File: src/rtl/arcade_input_map.sv
// rtl/arcade_input_map.sv - joystick word to active-low arcade button conditioner
//
// Purpose: registers hps_io joystick words and maps them to per-player
// active-low button outputs with direction cleaning, coin pulse shaping
// (one queued coin), optional autofire and a global lockout.
// Ports:
//   clk_sys, reset (sync, active-high), ce (timer tick enable)
//   joy_in[16*PLAYERS]   : player p in [16p+15:16p], active-high buttons
//   cocktail             : 0 shared (OR of all pads), 1 per-player
//   autofire_en[PLAYERS] : per-channel autofire enable
//   lockout              : forces every output inactive
//   up_n..coin_n[PLAYERS]: registered active-low outputs
module arcade_input_map #(
  parameter int PLAYERS    = 2,
  parameter int COIN_PULSE = 8,
  parameter int COIN_GAP   = 8,
  parameter int AF_HALF    = 4
) (
  input  logic                    clk_sys,
  input  logic                    reset,
  input  logic                    ce,
  input  logic [16*PLAYERS-1:0]   joy_in,
  input  logic                    cocktail,
  input  logic [PLAYERS-1:0]      autofire_en,
  input  logic                    lockout,
  output logic [PLAYERS-1:0]      up_n,
  output logic [PLAYERS-1:0]      down_n,
  output logic [PLAYERS-1:0]      left_n,
  output logic [PLAYERS-1:0]      right_n,
  output logic [PLAYERS-1:0]      fire_n,
  output logic [PLAYERS-1:0]      bomb_n,
  output logic [PLAYERS-1:0]      start_n,
  output logic [PLAYERS-1:0]      coin_n
);

  localparam int CLOG_P = $clog2(COIN_PULSE);
  localparam int CLOG_G = $clog2(COIN_GAP);
  localparam int CW     = ((CLOG_P > CLOG_G) ? CLOG_P : CLOG_G) + 1;
  localparam int AW     = $clog2(AF_HALF) + 1;
  localparam logic [CW-1:0] PULSE_LAST = CW'(COIN_PULSE - 1);
  localparam logic [CW-1:0] GAP_LAST   = CW'(COIN_GAP - 1);
  localparam logic [AW-1:0] AF_LAST    = AW'(AF_HALF - 1);

  typedef enum logic [1:0] {C_IDLE, C_PULSE, C_GAP} coin_state_t;

  logic [16*PLAYERS-1:0]      j_r;
  logic                       lock_r;
  logic [15:0]                j_or;
  logic [PLAYERS-1:0][15:0]   src;

  // Stage 1: lockout is staged alongside the pad words so both reach the
  // outputs with the same two-cycle latency.
  always_ff @(posedge clk_sys) begin
    if (reset) begin
      j_r    <= '0;
      lock_r <= 1'b0;
    end else begin
      j_r    <= joy_in;
      lock_r <= lockout;
    end
  end

  always_comb begin
    j_or = '0;
    for (int i = 0; i < PLAYERS; i++) j_or = j_or | j_r[16*i +: 16];
  end

  for (genvar p = 0; p < PLAYERS; p++) begin : g_ch
    logic rt, lf, dn, upb, fire, bomb, coin_in, rise, start_req;
    logic unused_hi;

    assign src[p]    = cocktail ? j_r[16*p +: 16] : j_or;
    assign rt        = src[p][0];
    assign lf        = src[p][1];
    assign dn        = src[p][2];
    assign upb       = src[p][3];
    assign fire      = src[p][4];
    assign bomb      = src[p][5];
    assign coin_in   = src[p][8];
    assign unused_hi = ^src[p][15:7];

    // Channel 1 also starts from player 0's alt-start (2P start from one pad).
    if (p == 1) begin : g_alt
      assign start_req = src[1][6] | src[0][7];
    end else begin : g_std
      assign start_req = src[p][6];
    end

    // Autofire: phase starts at 1 so the first press fires immediately.
    logic [AW-1:0] af_cnt;
    logic          af_ph;

    always_ff @(posedge clk_sys) begin
      if (reset || lock_r || !fire || !autofire_en[p]) begin
        af_cnt <= '0;
        af_ph  <= 1'b1;
      end else if (ce) begin
        if (af_cnt == AF_LAST) begin
          af_cnt <= '0;
          af_ph  <= ~af_ph;
        end else begin
          af_cnt <= af_cnt + 1'b1;
        end
      end
    end

    // Coin FSM
    coin_state_t   state, state_nx;
    logic [CW-1:0] cnt, cnt_nx;
    logic          pend, pend_nx, prev, coin_nx;

    assign rise = coin_in & ~prev;

    // prev tracks through lockout so a coin held across it does not retrigger.
    always_ff @(posedge clk_sys) begin
      if (reset) begin
        state <= C_IDLE;
        cnt   <= '0;
        pend  <= 1'b0;
        prev  <= 1'b0;
      end else begin
        state <= state_nx;
        cnt   <= cnt_nx;
        pend  <= pend_nx;
        prev  <= coin_in;
      end
    end

    always_comb begin
      state_nx = state;
      cnt_nx   = cnt;
      pend_nx  = pend;
      if (lock_r) begin
        state_nx = C_IDLE;
        cnt_nx   = '0;
        pend_nx  = 1'b0;
      end else begin
        unique case (state)
          C_IDLE: begin
            if (rise) begin
              state_nx = C_PULSE;
              cnt_nx   = '0;
            end
          end
          C_PULSE: begin
            if (rise) pend_nx = 1'b1;
            if (ce) begin
              if (cnt == PULSE_LAST) begin
                state_nx = C_GAP;
                cnt_nx   = '0;
              end else begin
                cnt_nx = cnt + 1'b1;
              end
            end
          end
          C_GAP: begin
            if (ce && cnt == GAP_LAST) begin
              // An edge landing on the expiry cycle is treated as pending.
              cnt_nx = '0;
              if (pend || rise) begin
                state_nx = C_PULSE;
                pend_nx  = 1'b0;
              end else begin
                state_nx = C_IDLE;
              end
            end else begin
              if (ce) cnt_nx = cnt + 1'b1;
              if (rise) pend_nx = 1'b1;
            end
          end
          default: begin
            state_nx = C_IDLE;
            cnt_nx   = '0;
          end
        endcase
      end
    end

    always_comb begin
      coin_nx = (state_nx != C_PULSE);
    end

    // Output register: {coin, start, bomb, fire, right, left, down, up}
    logic [7:0] out_q;

    always_ff @(posedge clk_sys) begin
      if (reset || lock_r) begin
        out_q <= '1;
      end else begin
        out_q <= {coin_nx,
                  ~start_req,
                  ~bomb,
                  ~(fire & (af_ph | ~autofire_en[p])),
                  ~(rt & ~lf),
                  ~(lf & ~rt),
                  ~(dn & ~upb),
                  ~(upb & ~dn)};
      end
    end

    assign up_n[p]    = out_q[0];
    assign down_n[p]  = out_q[1];
    assign left_n[p]  = out_q[2];
    assign right_n[p] = out_q[3];
    assign fire_n[p]  = out_q[4];
    assign bomb_n[p]  = out_q[5];
    assign start_n[p] = out_q[6];
    assign coin_n[p]  = out_q[7];
  end

endmodule

File: config.mk
export PLATFORM = sky130hd
export DESIGN_NAME = arcade_input_map
export DESIGN_NICKNAME = d
export VERILOG_FILES = /design/src/rtl/arcade_input_map.sv
export SDC_FILE = /design/constraint.sdc
export NUM_CORES = 1
export LEC_CHECK = 0
export CAP_MARGIN = 10
export CELL_PAD_IN_SITES_DETAIL_PLACEMENT = 2
export CELL_PAD_IN_SITES_GLOBAL_PLACEMENT = 2
export CORE_MARGIN = 2
export CORE_UTILIZATION = 32
export DETAILED_ROUTE_END_ITERATION = 7
export GPL_TIMING_DRIVEN = 0
export PLACE_DENSITY_LB_ADDON = 0.1
export SLEW_MARGIN = 15
export SYNTH_ARGS = -nofsm -noshare
export SYNTH_HDL_FRONTEND = slang
export SYNTH_SLANG_ARGS = --single-unit
File: constraint.sdc
create_clock -name clk_sys -period 3.8 [get_ports clk_sys]
set_clock_uncertainty 0.05 [all_clocks]
set_input_delay 1.14 -clock clk_sys [delete_from_list [all_inputs] [get_ports clk_sys]]
set_output_delay 1.14 -clock clk_sys [all_outputs]
set_load 0.01 [all_outputs]
==> key figures <==
Setup path
  • Reg2reg end: g_ch[1].cnt[3]
  • Crit. Startpoint: reset
  • Max FO, Critical Path: 10
  • Setup Crit Path Kind: primary input to flip-flop
  • Critical Path AT: 2820 ps
  • Startpoint Class: primary input
  • Reg2Reg Launch Point: g_ch[1].state[0]
  • Reg2Reg Setup Slack: 1740 ps
  • Critical Path Sink Type: flip-flop
  • Worst path required time: 3960 ps
  • Register-to-Register Path Depth: 6

Timing
  • RSZ-0062 raised after global routing: false
  • Setup violators final: 0
  • Slew headroom: ~53%
  • Minimum clock period: 2660 ps
  • Slew @ Worst Pin: 705 ps
  • Final worst slack: 1140 ps
  • Crit share post-route: 69.9%
  • Hold Fails Final Rpt: 0
  • Setup TNS Final: 0 ps
  • Slew Viols, Final: 0
  • Maximum clock frequency: between 0.3 and 0.4 GHz

Global routing
  • Gr ovfl total: 0
  • Pin count of the biggest net entering global routing: 13
  • Top Usage Layer GRT: met2
  • Number of global-route vias before repair: about 2.1k
  • Met1 GRT Util: 20.1%
  • Global-route wire length before repair: 10500 um
  • Initial antenna violation count: 0
  • GR Util met3: 4.07%
  • Total track usage: 16.4%
  • Met2 Use GR: ~27%

Synth
  • Distinct cells, synth: between 50 and 60
  • Simple-gate share of the synthesized area: a little under a quarter
  • Yosys reg bits: 59
  • Ys async rst share: 0%
  • Post-synthesis xor/xnor area fraction: roughly 1.1%
  • Largest family of logic cells by synthesized area: simple AND/OR/NAND/NOR gates
  • Number of enable flip-flop cells after synthesis: 0
  • Synth warn: 0
  • Post-synthesis mux area share: 0.821%
  • Top FF cell, synth: dfxtp_1
  • Syn_area_per_cell: 9.60 sq um
  • Mapped Nets: 305
  • Synthesized instance count: 254
  • Sequential fraction of the synthesis area: around 48%
  • Compound-gate portion of the synthesized area: 16.6%
  • Area share of fa/ha/maj cells after synthesis: under 10%
  • Cell Area, Synth: approximately 2400 sq um

Power and ir drop
  • Clock share of power: 41.9%
  • Logic gate share of total power: 10.8%
  • P_sw: roughly 360 uW
  • Pleak: approximately 1.2 nW
  • Internal: slightly above 1 mW
  • Max VDD drop: about 180 uV
  • Sw Ratio: 26.1%
  • Reg power frac: 47.3%
  • Pwr dens: 439 nW/um^2

Drt
  • Routed wire length: 6240 um
  • Vias per cell: 4.84
  • Drt pass-1 iters: 4
  • Detail Route Antenna Nets: 0
  • Routed wire per std cell: about 15 um
  • Initial DRC Count: 39
  • DRC: 0
  • Via count: 1981

Cells and area
  • Layout net count: about 360
  • Area of the multi-input gates: 1180 sq um
  • P&R area growth vs syn: 29.7%
  • Filler cell count: 793
  • ANT cells: 0
  • Fraction of layout cells with a size suffix above 1: 8.06%
  • FF/Latch Area: 1180 sq um
  • Final core utilization: 43.1%

Clock tree
  • Setup bufs post-CTS: 0
  • Clk slew on worst S/H paths: 70 ps
  • CTS Hold Bufs: 0
  • # clock sinks: 59
  • Root Driver: clkbuf_8
  • Gates resized, CTS repair: 0
  • TritonCTS clock tree: built
  • H-tree level count: 3
  • Clock latency on the worst-skew pair: 340 ps
  • Num CTS Buffers: 9
  • CTS max path bufs: 2

Outcome
  • Status: completed

Placed design
  • GP Congestion: slightly above 0.7
  • Worst slack at placement: ~800 ps
  • Hpwl dp: 4710 um
  • I/O Buffers: 40

Hold path
  • HP Class: flip-flop to flip-flop
  • Hold path endpoint: g_ch[1].out_q[6]
  • WHS Path Cells: 1
  • Hold wc startpoint: j_r[7]

Floorplan
  • Core footprint: 7330 sq um
  • IO Count: between 50 and 60
  • Starting density of the core: 33.3%
  • Core Rows: 31
  • Die width: approximately 91 um
  • Die Area: 8330 sq um
  • Die height: 91.3 um

Run
  • Max-cap violations: 0
per-stage QoR:
step / cells / total power, mW / hold WS [ps] / cell area, sq um
2_1_floorplan: 254 / 0.749 / 347 / 2440
3_3_place_gp: 393 / 0.817 / 364 / 2960
3_5_place_dp: 393 / 0.823 / 366 / 2960
4_1_cts: 409 / 1.41 / 374 / 3160
5_1_grt: 409 / 1.46 / 385 / 3160
6_report: 409 / 1.39 / 372 / 3160
sequential cells by signal, indices dropped and copies added, names as in the netlist, 2 cells and up:
signal	cells
j_r	18
g_ch.out_q	16
g_ch.cnt	8
g_ch.af_cnt	6
g_ch.state	4
g_ch.af_ph	2
g_ch.pend	2
g_ch.prev	2
layout by cell type (no fill, tap or decap), drive strengths merged, types with 3 or more instances in the layout:
master / instances
clkbuf: 14
nor2b: 31
o211ai: 4
o21a: 4
nor2: 15
a21oi: 16
nor3: 5
inv: 15
dfxtp: 59
or4: 4
clkdlybuf4s50: 40
nand3: 8
xor2: 3
nand2: 12
or2: 4
or3: 3
nand2b: 9
o21ai: 12
ha: 12
cells by family after synthesis:
group	after synthesis
mux	2
buf+inv	20
xor+xnor	3
compound gates	57
simple gates	101
fa+ha+maj	12
flops	59
cells in the mapped netlist (all sizes together), types with 3 or more instances:
master  number  area (sq um)
dfxtp       59          1180
nor2b       31           194
a21oi       16          80.1
nor2        15          58.8
inv         13          48.8
ha          12           150
nand2       12          45.0
o21ai       12          60.1
nand2b       9          56.3
nand3        8          40.0
clkbuf       5          18.8
nor3         5          25.0
o211ai       4          30.0
o21a         4          30.0
or2          4          25.0
or4          4          30.0
or3          3          18.8
xor2         3          26.3
layer usage:
layer / vias to the layer above / part of all wire (%)
met5: - / 0
met4: 0 / 1.7
met3: 9 / 2.4
met2: 26 / 50
met1: 957 / 46
li1: 989 / -
power by group through the flow:
stage	clock network [mW]	registers [mW]	logic (mW)
detailed placement	0	0.672	0.151
global placement	0	0.670	0.147
finish	0.582	0.657	0.150
floorplan	0	0.672	0.0772
CTS	0.603	0.657	0.153
global route	0.638	0.660	0.166
cell type report:
type	instances	area share (%)
sequential	59	37.3
multi-input combinational	175	37.3
timing repair buffer	40	12.7
clock buffer	9	3.92
tap	99	3.92
clock inverter	7	2.41
inverter	13	1.54
buffer	7	0.870
how the worst max path moves through the flow:
stage | to | slack [ps]
after floorplan | g_ch[0].cnt[3] | 1500
after global placement | g_ch[1].out_q[0] | 820
after detailed placement | g_ch[1].cnt[3] | 790
after CTS | g_ch[1].out_q[3] | 1160
after global routing | g_ch[1].cnt[3] | 1040
final | g_ch[1].out_q[3] | 1140
worst max-delay path, stage by stage:
cell             delay [ps]
clkdlybuf4s50_1         500
or2_1                   250
clkbuf_1                320
or4_1                   600
No activity file was read; power rests on OpenSTA's default activity.
